[src/rtl/effect_switch_sequencer.sv]
// effect_switch_sequencer: selects one of five stereo sources. Each selection change
// runs a frame-synchronous fade-out, switch, fade-in sequence so the output never steps.
module effect_switch_sequencer #(
  parameter int GAIN_BITS = 4
) (
  input  logic        AUD_BCLK,
  input  logic        rst,
  input  logic        AUD_DACLRCK,
  input  logic [3:0]  sel,
  input  logic [31:0] dryIn,
  input  logic [31:0] echoIn,
  input  logic [31:0] highIn,
  input  logic [31:0] lowIn,
  input  logic [31:0] midIn,
  output logic [31:0] audioOut,
  output logic [2:0]  activeSel,
  output logic        busy
);
  localparam logic [GAIN_BITS:0] G   = {1'b1, {GAIN_BITS{1'b0}}};
  localparam logic [GAIN_BITS:0] ONE = {{GAIN_BITS{1'b0}}, 1'b1};
  localparam logic [GAIN_BITS:0] ZERO = '0;
  typedef enum logic [1:0] {IDLE, FADE_OUT, SWITCH, FADE_IN} state_t;
  state_t state_q, state_d;
  logic [3:0] sync1_q, sync2_q;
  logic lrck_q, armed_q, tick, busy_q, busy_d;
  logic [GAIN_BITS:0] g_q, g_d;
  logic [2:0] act_q, act_d, tgt_q, tgt_d, req;
  logic [31:0] out_q, out_d, mid_sat, src;

  function automatic logic [15:0] sat3(input logic signed [15:0] x);
    logic signed [17:0] t;
    t = {{2{x[15]}}, x} + {x[15], x, 1'b0};
    return t > 18'sd32767 ? 16'h7fff : t < -18'sd32768 ? 16'h8000 : t[15:0];
  endfunction

  // g <= G keeps the shifted product inside 16 bits, so truncation is lossless
  function automatic logic [15:0] scale(input logic signed [15:0] x, input logic [GAIN_BITS:0] g);
    logic signed [GAIN_BITS+16:0] p;
    p = (GAIN_BITS+17)'(x) * (GAIN_BITS+17)'($signed({1'b0, g}));
    return p[GAIN_BITS+15:GAIN_BITS];
  endfunction

  // armed_q suppresses a false frame edge when LRCK is already high out of reset
  assign tick = AUD_DACLRCK & ~lrck_q & armed_q;
  assign req = sync2_q == 4'b1000 ? 3'd1 : sync2_q == 4'b0100 ? 3'd2 :
               sync2_q == 4'b0010 ? 3'd3 : sync2_q == 4'b0001 ? 3'd4 : 3'd0;
  assign mid_sat = {sat3(midIn[31:16]), sat3(midIn[15:0])};
  assign src = act_q == 3'd1 ? echoIn : act_q == 3'd2 ? highIn : act_q == 3'd3 ? lowIn :
               act_q == 3'd4 ? mid_sat : dryIn;
  assign audioOut = out_q;
  assign activeSel = act_q;
  assign busy = busy_q;

  always_comb begin
    state_d = state_q;
    g_d = g_q;
    act_d = act_q;
    tgt_d = tgt_q;
    out_d = out_q;
    if (tick) begin
      out_d = {scale(src[31:16], g_q), scale(src[15:0], g_q)};
      case (state_q)
        IDLE: if (req != act_q) begin
          tgt_d = req;
          g_d = G - ONE;
          state_d = FADE_OUT;
        end
        FADE_OUT: begin
          tgt_d = req;
          if (req == act_q) begin
            g_d = g_q + ONE;
            state_d = g_q + ONE == G ? IDLE : FADE_IN;
          end else begin
            g_d = g_q - ONE;
            state_d = g_q == ONE ? SWITCH : FADE_OUT;
          end
        end
        SWITCH: begin
          act_d = req;
          state_d = FADE_IN;
        end
        FADE_IN: if (req != act_q) begin
          tgt_d = req;
          g_d = g_q == ZERO ? g_q : g_q - ONE;
          state_d = g_q == ZERO ? SWITCH : FADE_OUT;
        end else begin
          g_d = g_q + ONE;
          state_d = g_q + ONE == G ? IDLE : FADE_IN;
        end
        default: state_d = IDLE;
      endcase
    end
    busy_d = state_d != IDLE;
  end

  always_ff @(posedge AUD_BCLK or negedge rst)
    if (!rst) begin
      sync1_q <= '0;
      sync2_q <= '0;
      lrck_q <= 1'b0;
      armed_q <= 1'b0;
      state_q <= IDLE;
      g_q <= G;
      act_q <= '0;
      tgt_q <= '0;
      out_q <= '0;
      busy_q <= 1'b0;
    end else begin
      sync1_q <= sel;
      sync2_q <= sync1_q;
      lrck_q <= AUD_DACLRCK;
      armed_q <= armed_q | ~AUD_DACLRCK;
      state_q <= state_d;
      g_q <= g_d;
      act_q <= act_d;
      tgt_q <= tgt_d;
      out_q <= out_d;
      busy_q <= busy_d;
    end
endmodule
[config.mk]
export PLATFORM = sky130hd
export DESIGN_NAME = effect_switch_sequencer
export DESIGN_NICKNAME = d
export VERILOG_FILES = /design/src/rtl/effect_switch_sequencer.sv
export SDC_FILE = /design/constraint.sdc
export NUM_CORES = 1
export LEC_CHECK = 0
export ABC_CLOCK_PERIOD_IN_PS = 6250
export CELL_PAD_IN_SITES_DETAIL_PLACEMENT = 1
export CELL_PAD_IN_SITES_GLOBAL_PLACEMENT = 2
export CORE_ASPECT_RATIO = 1.1
export CORE_MARGIN = 2
export CORE_UTILIZATION = 29
export DETAILED_ROUTE_END_ITERATION = 10
export HOLD_SLACK_MARGIN = 0.15
export PLACE_DENSITY = 0.87
export SETUP_SLACK_MARGIN = 0.15
export SLEW_MARGIN = 40
export SYNTH_ARGS = -nofsm -noshare
export SYNTH_HDL_FRONTEND = slang
export SYNTH_SLANG_ARGS = --single-unit
[constraint.sdc]
create_clock -name AUD_BCLK -period 6.25 [get_ports AUD_BCLK]
set_clock_uncertainty 0.15 [all_clocks]
set_input_delay 1.5625 -clock AUD_BCLK [delete_from_list [all_inputs] [get_ports AUD_BCLK]]
set_output_delay 1.5625 -clock AUD_BCLK [all_outputs]
set_load 0.05 [all_outputs]
[Word-level counts from Yosys, hierarchy flattened]
Cells that the tools add are included.
Storage, ports and cells
  register bits after elaboration: 53
  bits of input ports: 167
  output and inout port bits: 36
  word-level logic and storage cells: 72
Operators by class
  bitwise operators: 5
  multipliers: 2
  $add $sub $neg: 4
  multiplexer cells: 25
  equality and inequality tests: 17
  order comparisons: 4
  reductions and logical operators: 6
Operators with widths (number)
  two-way mux 32 bit: 4
  two-way mux 16 bit: 4
  multiplier 16 x 6 -> 20 bit: 2
  adder 16 x 17 -> 18 bit: 2
  greater-than comparator 18 x 16 -> 1 bit, second input constant: 2
  < comparator 18 x 16 -> 1 bit, second input constant: 2
  two-way mux 5 bit: 4
  case mux 5 bit (3 select lines): 1
  two-way mux 2 bit: 7
  two-way mux 3 bit: 4
  case mux 2 bit (4 select lines): 1
  == test 3 x 2 -> 1 bit, second input constant: 2
  adder 5 x 1 -> 5 bit, second input constant: 1
  == test 5 x 1 -> 1 bit, second input constant: 1
  == test 5 bit, second input constant: 1
  logical NOT 5 bit: 1
  subtractor 5 x 1 -> 5 bit, second input constant: 1
  == test 2 bit, second input constant: 2
  == test 4 x 1 -> 1 bit, second input constant: 1
  == test 4 x 2 -> 1 bit, second input constant: 1
  == test 4 x 3 -> 1 bit, second input constant: 1
  == test 4 bit, second input constant: 1
  AND reduction 4 bit: 1
  == test 3 x 1 -> 1 bit, second input constant: 1
  other kinds (13): 15

[Logic depth before layout (Yosys ltp)]
Gate-level depths: netlist of run 1.
  depth in word-level cells: 10
  gate-level depth with buffers: 32
  mapped depth without buffers: 31

[Worst setup path after synthesis of run 1]
OpenSTA, ideal clock, no wires.
  kind: input to register
  from: in midIn[0]
  to: reg out_q[15], in the netlist audioOut[15]
  setup slack: -1941 ps
  cell stages on the path: 32
  data required time: 6030 ps
  arrival time: 7971 ps
  buffers on the path: 1
  setup time: 70 ps
  cells stage by stage: ha_1 -> fa_1 -> a21oi_1 -> nor2_1 -> o21a_1 -> nor2_1 -> a311o_2 -> buf_2 -> nand2_1 -> a211oi_1 -> o22ai_1 -> a21oi_1 -> and2_1 -> fa_1 -> ha_1 -> ha_1 -> nand4bb_1 -> a221oi_2 -> o221ai_1 -> a2111oi_4 -> nand2_1 -> fa_1 -> nor2b_1 -> o21ai_0 -> a21boi_0 -> o21ai_0 -> nand2b_1 -> a21oi_1 -> o211a_1 -> or3_1 -> a31o_2 -> nand3_1
On the way
  longest elaborated chain between the ends: 9
  elaborated cells between the ends (all ways): 10
  those cells by class: add/sub: 1; mul: 1; order compare: 2; mux: 6
RTL lines
  from (decl): line 14  | input logic [31:0] midIn,
  adder 16 x 17 -> 18 bit *: line 32  | t = {{2{x[15]}}, x} + {x[15], x, 1'b0};
  < comparator 18 x 16 -> 1 bit: line 33  | return t > 18'sd32767 ? 16'h7fff : t < -18'sd32768 ? 16'h8000 : t[15:0];
  two-way mux 16 bit: line 33
  two-way mux 16 bit *: line 33
  two-way mux 32 bit *: line 49  | act_q == 3'd4 ? mid_sat : dryIn;
  two-way mux 32 bit * (3 in a row): line 48  | assign src = act_q == 3'd1 ? echoIn : act_q == 3'd2 ? highIn : act_q == 3'd3 ? lowIn :
  multiplier 16 x 6 -> 20 bit *: line 39  | p = (GAIN_BITS+17)'(x) * (GAIN_BITS+17)'($signed({1'b0, g}));
  to (signal assigned): line 117  | out_q <= out_d;
  to (decl): line 28  | logic [31:0] out_q, out_d, mid_sat, src;
Every way passes the cells marked *; elsewhere a longest branch is shown, timed or not.
A chain may end at the register's enable or synchronous reset.

[Worst setup path after layout of run 1]
  from: in midIn[1]
  to: reg out_q[12], in the netlist audioOut[12]
Same word-level chain as after synthesis.

==> results of run 1 <==
[layout make-up]
| cell class | count | area, um^2 | area share |
|---|---|---|---|
| multi-input combinational | 1138 | 10200 | 0.583 |
| inverter | 179 | 672 | 0.0382 |
| tap | 500 | 626 | 0.0356 |
| sequential | 53 | 1330 | 0.0756 |
| antenna | 1 | 2.50 | 0.000142 |
| timing repair buffer | 526 | 4540 | 0.258 |
| clock inverter | 3 | 47.5 | 0.00270 |
| clock buffer | 5 | 125 | 0.00712 |
[through the flow]
stage / instance area (um^2) / setup TNS (ns) / utilization / setup WS, ns / hold WS [ns]
after floorplan: 11600 / -21.20 / - / -1.35 / 0.181
after global placement: 16000 / -52.24 / 0.419 / -2.07 / 0.190
after detailed placement: 16000 / -56.53 / 0.419 / -2.27 / 0.186
after CTS: 17100 / -29.23 / 0.449 / -1.53 / 0.218
after global routing: 17600 / -36.36 / 0.460 / -1.63 / 0.221
final: 17600 / -29.37 / 0.460 / -1.37 / 0.217
[how the worst max path moves through the flow]
stage                     slack (ns)                       end  startpoint
after detailed placement       -2.27  audioOut[15]$_DFFE_PN0P_    midIn[1]
after CTS                      -1.53  audioOut[15]$_DFFE_PN0P_    midIn[1]
after floorplan                -1.35  audioOut[31]$_DFFE_PN0P_   midIn[16]
after global placement         -2.07  audioOut[15]$_DFFE_PN0P_    midIn[8]
final                          -1.37  audioOut[12]$_DFFE_PN0P_    midIn[1]
after global routing           -1.63  audioOut[13]$_DFFE_PN0P_    midIn[1]
[per-layer routing]
metal | routed length (um) | vias to the layer above | share of wire | GRT usage
li1 | - | 5841 | - | -
met1 | 19400 | 6217 | 0.40 | 0.275
met2 | 25800 | 224 | 0.53 | 0.445
met3 | 1580 | 81 | 0.033 | 0.0303
met4 | 1560 | 2 | 0.032 | 0.0764
met5 | 11 | - | 0.00023 | 0
[state kept, by name, summed over array words and instances, names as in the netlist]
signal / count
audioOut: 32
g_q: 5
sync1_q: 4
sync2_q: 4
activeSel: 3
state_q: 2
armed_q: 1
busy: 1
lrck_q: 1
[cell usage in the layout (no fill, tap or decap), types with 14 or more instances in the layout]
cell             instances
xnor2_1                 35
ha_4                    41
and2_1                  63
nand3_1                 32
fa_1                    90
inv_1                  159
o21a_1                  18
o21ai_0                 49
nor2_1                  90
o21ai_1                 24
a21oi_1                 45
nor2b_1                 31
dfrtp_1                 51
o31ai_1                 14
inv_2                   20
ha_1                    60
clkdlybuf4s50_1        171
a21oi_2                 20
nand2_1                155
nor3_1                  24
buf_6                   24
a21o_1                  17
buf_4                  302
[cells by family (layout without fill, tap and decap cells)]
family / count (synthesis) / in the layout / share of synthesized area
XOR/XNOR: 49 / 49 / 0.0389
adder cells (fa/ha/maj): 197 / 197 / 0.283
multiplexers: 8 / 8 / 0.00736
buffers and inverters: 241 / 713 / 0.0831
AO/OA/AOI/OAI: 371 / 371 / 0.241
flip-flops: 53 / 53 / 0.118
other: 0 / 1 / 0
AND/OR/NAND/NOR: 513 / 513 / 0.229
[repair_timing]
item                       CTS  global route
setup endpoints to repair   32            32
resized for setup          238            67
pin swaps                  116            98
setup buffers               38            20
hold endpoints to repair     0             0
==> flow_metrics.env, run 1 <==
export IMPL_wire_per_inst_um=20.1
export IMPL_design_die_area_um2=40300
export IMPL_worst_path_most_repeated_cell="fa_1"
export IMPL_htree_levels=2
export IMPL_areaGrowthSynthToFinish_pct=56.7
export IMPL_drtIter0Drc=537
export IMPL_cts_buffer_depth=2
export IMPL_fmax_mhz=131
export IMPL_path_max_fanout=8
export IMPL_hold_end="sync2_q[2]$_DFF_PN0_"
export IMPL_synthesis_nets=1796
export IMPL_ys_seq_area_frac=0.118
export IMPL_globalRouteOverflowTotal=0
export IMPL_rows=75
export IMPL_drtAntennaViolNets=0
export IMPL_synth_area_um2=11200
export IMPL_min_from="sync1_q[2]$_DFF_PN0_"
export IMPL_rsz0062_at_grt="true"
export IMPL_synth_edff_count=0
export IMPL_place_inst=2337
export IMPL_cts_clk_slew_worst_paths_ns=0.08
export IMPL_synth_top_area_share=0.168
export IMPL_port_buffers=202
export IMPL_postSynth_asyncResetShare=1.00
export IMPL_layout_drive_gt1_share=0.322
export IMPL_crit_type="in2reg"
export IMPL_grt_total_usage=0.237
export IMPL_cts_buffers=5
export IMPL_fin_cells=2405
export IMPL_die_width_um=192
export IMPL_period_share=1.22
export IMPL_crit_required_ns=6.34
export IMPL_cpLargestDelayFamily="compound AO/OA/AOI/OAI gates"
export IMPL_period_minus_slack_ns=7.62
export IMPL_crit_slowest_cell="fa_1"
export IMPL_wl_um=48300
export IMPL_r2r_cells=27
export IMPL_status="complete, but fails checks"
export IMPL_slew_headroom=0.501
export IMPL_routed_via_density=5.14
export IMPL_final_fill_count=4487
export IMPL_final_nets=2267
export IMPL_grt_antenna_before_repair=2
export IMPL_worst_path_stages=31
export IMPL_root_buffer="clkbuf_16"
export IMPL_grt_max_degree=54
export IMPL_yosys_cell_types_count=92
export IMPL_cap_violations=0
export IMPL_grt_pass1_wl_um=74500
export IMPL_yosys_register_bits=53
export IMPL_cpPeakStageDelay_ns=0.54
export IMPL_io_pins=203
export IMPL_synth_top_area_cell="fa_1"
export IMPL_initial_utilization=0.294
export IMPL_worst_pin_slew_ns=0.742
export IMPL_start_kind="input pin"
export IMPL_ctsHoldBuffers=0
export IMPL_remaining_drc_errors=0
export IMPL_syn_area_per_cell_um2=7.83
export IMPL_r2r_setup_slack_ns=0.14
export IMPL_cp_end_kind="flop"
export IMPL_netlist_instances=1432
export IMPL_first_pass_iters=5
export IMPL_yosysMostFrequentCell="inv_1"
export IMPL_setup_viol=30
export IMPL_dp_hpwl_um=37300
export IMPL_gp_congestion=0.890
export IMPL_drv_slew=0
export IMPL_synthFlopType="dfrtp_1"
export IMPL_holdCritPathClass="reg2reg"
export IMPL_synth_area_leaders="fa_1 17%, dfrtp_1 12%, ha_1 11%"
export IMPL_first_global_vias=13856
export IMPL_ys_warn_count=0
export IMPL_clock_sinks=53
export IMPL_worst_path_buf_inv=7
export IMPL_hold_viol=0
export IMPL_violations="setup timing"
export IMPL_worstPathArrival_ns=7.71
export IMPL_fin_ws_ns=-1.37
export IMPL_cts_tree="yes"
export IMPL_min_path_cells=0
export IMPL_die_y_um=210
export IMPL_vias=12365
export IMPL_netlist_top_cells_count="177 x inv_1, 161 x nand2_1, 103 x ha_1"
export IMPL_r2r_start="activeSel[1]$_DFFE_PN0P_"
export IMPL_timing_rr_end="audioOut[15]$_DFFE_PN0P_"
export IMPL_clock_latency_ns=0.33
export IMPL_core_um2=38200
Power of run 1 is left out: the tool's default activity adds up to more than one toggle a clock period on the data nets, which glitch-free logic cannot reach.
==> run 2: changes to the inputs <==
CORE_ASPECT_RATIO = default   (was 1.1)
==> flow_metrics.env, run 2 (synthesized netlist as in run 1, its figures left out) <==
export IMPL_status="complete, but fails checks"
export IMPL_violations="setup timing"
export IMPL_mostFrequentLayoutCells="315 x buf_4, 171 x clkdlybuf4s50_1, 164 x inv_1"
export IMPL_period_minus_slack_ns=7.86
export IMPL_cts_buffer_depth=2
export IMPL_grt_total_usage=0.236
export IMPL_core_um2=38400
export IMPL_holdCritPathClass="reg2reg"
export IMPL_drv_slew=0
export IMPL_design_area_um2=17900
export IMPL_vias=12629
export IMPL_port_buffers=202
export IMPL_area_sequential_um2=1330
export IMPL_drtAntennaViolNets=0
export IMPL_areaGrowthSynthToFinish_pct=59.3
export IMPL_worst_pin_slew_ns=0.812
export IMPL_r2r_cells=27
export IMPL_crit_slowest_cell="fa_1"
export IMPL_layout_drive_gt1_share=0.330
export IMPL_clock_sinks=53
export IMPL_first_global_vias=14222
export IMPL_start_kind="input pin"
export IMPL_wl_um=48300
export IMPL_placed_area_um2=16200
export IMPL_rsz0062_at_grt="true"
export IMPL_crit_type="in2reg"
export IMPL_remaining_drc_errors=0
export IMPL_final_fill_count=4583
export IMPL_grt_antenna_before_repair=4
export IMPL_worst_path_buf_inv=1
export IMPL_first_pass_iters=5
export IMPL_globalRouteOverflowTotal=0
export IMPL_path_max_fanout=3
export IMPL_die_y_um=201
export IMPL_utilization=0.466
export IMPL_cts_buffers=5
export IMPL_drtIter0Drc=527
export IMPL_final_nets=2298
export IMPL_cts_tree="yes"
export IMPL_tns_ns=-33.76
export IMPL_cap_violations=0
export IMPL_worstPathArrival_ns=7.96
export IMPL_setup_viol=31
export IMPL_crit_required_ns=6.35
export IMPL_dp_hpwl_um=37000
export IMPL_grt_max_degree=54
export IMPL_clock_latency_ns=0.33
export IMPL_root_buffer="clkbuf_16"
export IMPL_cpPeakStageDelay_ns=0.46
export IMPL_final_common_cell="buf_4"
export IMPL_die_width_um=201
export IMPL_worst_path_stages=32
export IMPL_initial_utilization=0.292
export IMPL_gp_congestion=0.907
export IMPL_cp_end_kind="flop"
export IMPL_cpLargestDelayFamily="compound AO/OA/AOI/OAI gates"
export IMPL_fmax_mhz=127
export IMPL_hold_viol=0
export IMPL_ctsHoldBuffers=0
export IMPL_timing_hold_ws_ns=0.215
export IMPL_multi_input_area_um2=10200
export IMPL_wire_per_inst_um=19.7
export IMPL_rows=72
export IMPL_htree_levels=2
export IMPL_cts_clk_slew_worst_paths_ns=0.09
export IMPL_fin_ws_ns=-1.61
export IMPL_min_path_cells=0
export IMPL_slew_headroom=0.456
export IMPL_grt_pass1_wl_um=76100
export IMPL_design_die_area_um2=40300
export IMPL_io_pins=203
export IMPL_routed_via_density=5.14
export IMPL_period_share=1.26
export IMPL_largest_reg_flops=32
-- run 2: cell count changes in the layout (fill, tap and decap cells not counted), sizes merged --
cell,change
buf,+22
diode,+2
dlygate4sd2,+7
clkbuf,+5
clkdlybuf4s15,-3
-- run 2: stage by stage --
step	std cells	setup slack, ns
floorplan	1432	-1.35
global placement	2369	-2.34
detailed placement	2369	-2.50
CTS	2428	-1.65
global route	2456	-1.94
finish	2456	-1.61
-- run 2: path summary, 6_finish.rpt --
path,from,end,slack (ns)
max in group asynchronous,rst,lrck_q$_DFF_PN0_,4.37
setup / recovery,midIn[1],audioOut[15]$_DFFE_PN0P_,-1.61
min in group asynchronous,rst,busy$_DFF_PN0_,1.16
hold / removal,sync1_q[1]$_DFF_PN0_,sync2_q[1]$_DFF_PN0_,0.21
setup reg to reg,activeSel[1]$_DFFE_PN0P_,audioOut[15]$_DFFE_PN0P_,-0.08
hold reg to reg,sync1_q[1]$_DFF_PN0_,sync2_q[1]$_DFF_PN0_,0.21
-- run 2: worst register-to-register path, delay by kind of cell, from the launching register on --
| family | cells | cell delay, ns |
|---|---|---|
| buf+inv | 1 | 0.20 |
| flops | 1 | 0.38 |
| fa+ha+maj | 4 | 1.43 |
| simple gates | 10 | 1.74 |
| compound gates | 12 | 2.35 |
-- run 2: what timing repair did --
item	4_1_cts	5_1_grt
gates resized for setup	217	76
setup buffers	51	24
cloned	0	1
endpoints found under the setup margin	32	32
pin swaps	123	73
-- run 2: final cells by class --
class / instances / area share
Clock buffer: 5 / 0.00700
Clock inverter: 3 / 0.00266
Multi-Input combinational cell: 1138 / 0.572
Timing Repair Buffer: 557 / 0.270
Antenna cell: 3 / 0.000420
Tap cell: 518 / 0.0363
Inverter: 179 / 0.0376
Sequential cell: 53 / 0.0743
-- run 2: per-layer routing --
layer,routed length (um),global-route usage,vias to the layer above
met3,1670,0.0326,88
li1,-,-,5926
met1,19700,0.269,6355
met2,25400,0.441,258
met5,11,0,-
met4,1650,0.0923,2
Power of run 2 is left out for the same reason.
==> run 3: changes to the inputs <==
ABC_AREA = 1   (was default)
CORE_UTILIZATION = 27   (was 29)
CTS_CLUSTER_SIZE = 28   (was default)
==> flow_metrics.env, run 3 <==
export IMPL_crit_type="in2reg"
export IMPL_wl_um=44000
export IMPL_r2r_cells=32
export IMPL_grt_total_usage=0.224
export IMPL_hold_end="sync2_q[2]$_DFF_PN0_"
export IMPL_fin_ws_ns=-1.01
export IMPL_worst_path_most_repeated_cell="nand2_2"
export IMPL_setup_viol=27
export IMPL_routed_via_density=4.78
export IMPL_grt_antenna_before_repair=7
export IMPL_cap_violations=0
export IMPL_rsz0062_at_grt="true"
export IMPL_synth_edff_count=0
export IMPL_die_width_um=197
export IMPL_first_global_vias=12625
export IMPL_yosys_cell_types_count=44
export IMPL_netlist_top_cells_count="252 x nand2_1, 225 x inv_1, 172 x nor2_1"
export IMPL_yosys_register_bits=53
export IMPL_areaGrowthSynthToFinish_pct=63.3
export IMPL_synth_top_area_cell="fa_1"
export IMPL_synth_area_leaders="fa_1 19%, dfrtp_1 13%, ha_1 13%"
export IMPL_holdCritPathClass="reg2reg"
export IMPL_vias=11349
export IMPL_largest_reg_flops=32
export IMPL_fmax_mhz=138
export IMPL_root_buffer="clkbuf_16"
export IMPL_cpPeakStageDelay_ns=0.51
export IMPL_clock_sinks=53
export IMPL_synth_top_area_share=0.187
export IMPL_postSynth_asyncResetShare=1.00
export IMPL_start_kind="input pin"
export IMPL_dp_hpwl_um=34400
export IMPL_crit_slowest_cell="fa_1"
export IMPL_remaining_drc_errors=0
export IMPL_gp_congestion=0.916
export IMPL_design_die_area_um2=38800
export IMPL_hold_viol=0
export IMPL_drv_slew=0
export IMPL_period_minus_slack_ns=7.26
export IMPL_cts_tree="yes"
export IMPL_timing_rr_end="audioOut[13]$_DFFE_PN0P_"
export IMPL_port_buffers=202
export IMPL_worstPathArrival_ns=7.32
export IMPL_synth_area_um2=10100
export IMPL_final_nets=2260
export IMPL_layout_drive_gt1_share=0.336
export IMPL_crit_required_ns=6.31
export IMPL_ys_warn_count=0
export IMPL_syn_area_per_cell_um2=7.00
export IMPL_path_max_fanout=10
export IMPL_synthFlopType="dfrtp_1"
export IMPL_dpl_worst_slack_ns=-1.86
export IMPL_cts_buffer_depth=2
export IMPL_clock_latency_ns=0.34
export IMPL_slew_headroom=0.435
export IMPL_mostFrequentLayoutCells="269 x buf_4, 217 x nand2_1, 206 x inv_1"
export IMPL_die_y_um=197
export IMPL_drtAntennaViolNets=0
export IMPL_ys_seq_area_frac=0.132
export IMPL_violations="setup timing"
export IMPL_cp_end_kind="flop"
export IMPL_cts_buffers=5
export IMPL_netlist_instances=1437
export IMPL_wire_per_inst_um=18.5
export IMPL_status="complete, but fails checks"
export IMPL_drtIter0Drc=402
export IMPL_min_from="sync1_q[2]$_DFF_PN0_"
export IMPL_initial_utilization=0.274
export IMPL_r2r_setup_slack_ns=0.03
export IMPL_final_common_cell="buf_4"
export IMPL_min_path_cells=0
export IMPL_r2r_start="activeSel[2]$_DFFE_PN0P_"
export IMPL_grt_pass1_wl_um=67300
export IMPL_io_pins=203
export IMPL_final_fill_count=4462
export IMPL_grt_max_degree=54
export IMPL_core_um2=36700
export IMPL_htree_levels=2
export IMPL_period_share=1.16
export IMPL_rows=70
export IMPL_worst_pin_slew_ns=0.842
export IMPL_globalRouteOverflowTotal=0
export IMPL_synthesis_nets=1801
export IMPL_yosysMostFrequentCell="nand2_1"
export IMPL_cts_clk_slew_worst_paths_ns=0.08
export IMPL_first_pass_iters=5
[run 3: cells by family after synthesis]
family / Yosys count / share of synthesized area
simple gates: 526 / 0.227
buf+inv: 285 / 0.108
fa+ha+maj: 197 / 0.315
compound gates: 313 / 0.163
flops: 53 / 0.132
xor+xnor: 63 / 0.0548
[run 3: metrics by stage]
| stage | cells | hold WS [ns] | setup TNS (ns) | utilization | instance area [um^2] |
|---|---|---|---|---|---|
| final | 2372 | 0.200 | -14.38 | 0.448 | 16400 |
| after CTS | 2339 | 0.203 | -10.57 | 0.431 | 15800 |
| after global placement | 2288 | 0.186 | -36.31 | 0.396 | 14500 |
| after detailed placement | 2288 | 0.186 | -39.37 | 0.397 | 14600 |
| after floorplan | 1437 | 0.181 | -5.89 | - | 10400 |
| after global routing | 2371 | 0.214 | -23.27 | 0.448 | 16400 |
[run 3: cell type report]
type | instances | area [um^2] | share of cell area
antenna | 7 | 17.5 | 0.00107
clock buffer | 6 | 129 | 0.00784
clock inverter | 2 | 13.8 | 0.000838
inverter | 239 | 907 | 0.0552
multi-input combinational | 1100 | 9160 | 0.557
sequential | 53 | 1330 | 0.0808
tap | 468 | 586 | 0.0356
timing repair buffer | 497 | 4290 | 0.261
[run 3: layer usage]
layer | vias to the layer above | global-route usage | part of all wire
met3 | 73 | 0.0290 | 0.031
li1 | 5473 | - | -
met2 | 217 | 0.409 | 0.52
met1 | 5586 | 0.264 | 0.41
met5 | - | 0 | 0
met4 | 0 | 0.0916 | 0.038
[run 3: worst max-delay path by stage]
stage | slack, ns | endpoint | cells after the start | startpoint
after floorplan | -0.83 | audioOut[13]$_DFFE_PN0P_ | 41 | midIn[0]
after global placement | -1.81 | audioOut[15]$_DFFE_PN0P_ | 31 | midIn[0]
after detailed placement | -1.86 | audioOut[15]$_DFFE_PN0P_ | 31 | midIn[0]
after CTS | -0.83 | audioOut[13]$_DFFE_PN0P_ | 41 | midIn[1]
after global routing | -1.37 | audioOut[13]$_DFFE_PN0P_ | 41 | midIn[1]
final | -1.01 | audioOut[13]$_DFFE_PN0P_ | 42 | midIn[1]
[run 3: critical path: cells and delay by family]
kind | cells | cell delay [ns]
buffers and inverters | 5 | 0.41
AND/OR/NAND/NOR | 18 | 1.47
adder cells (fa/ha/maj) | 6 | 2.17
XOR/XNOR | 1 | 0.15
AO/OA/AOI/OAI | 12 | 1.52
[run 3: repair_timing]
item	4_1_cts	5_1_grt
hold buffers	0	0
gates resized for setup	294	128
pin swaps	116	101
endpoints found under the setup margin	32	31
setup buffers	42	26
gates cloned	1	0
Power of run 3 is left out for the same reason.
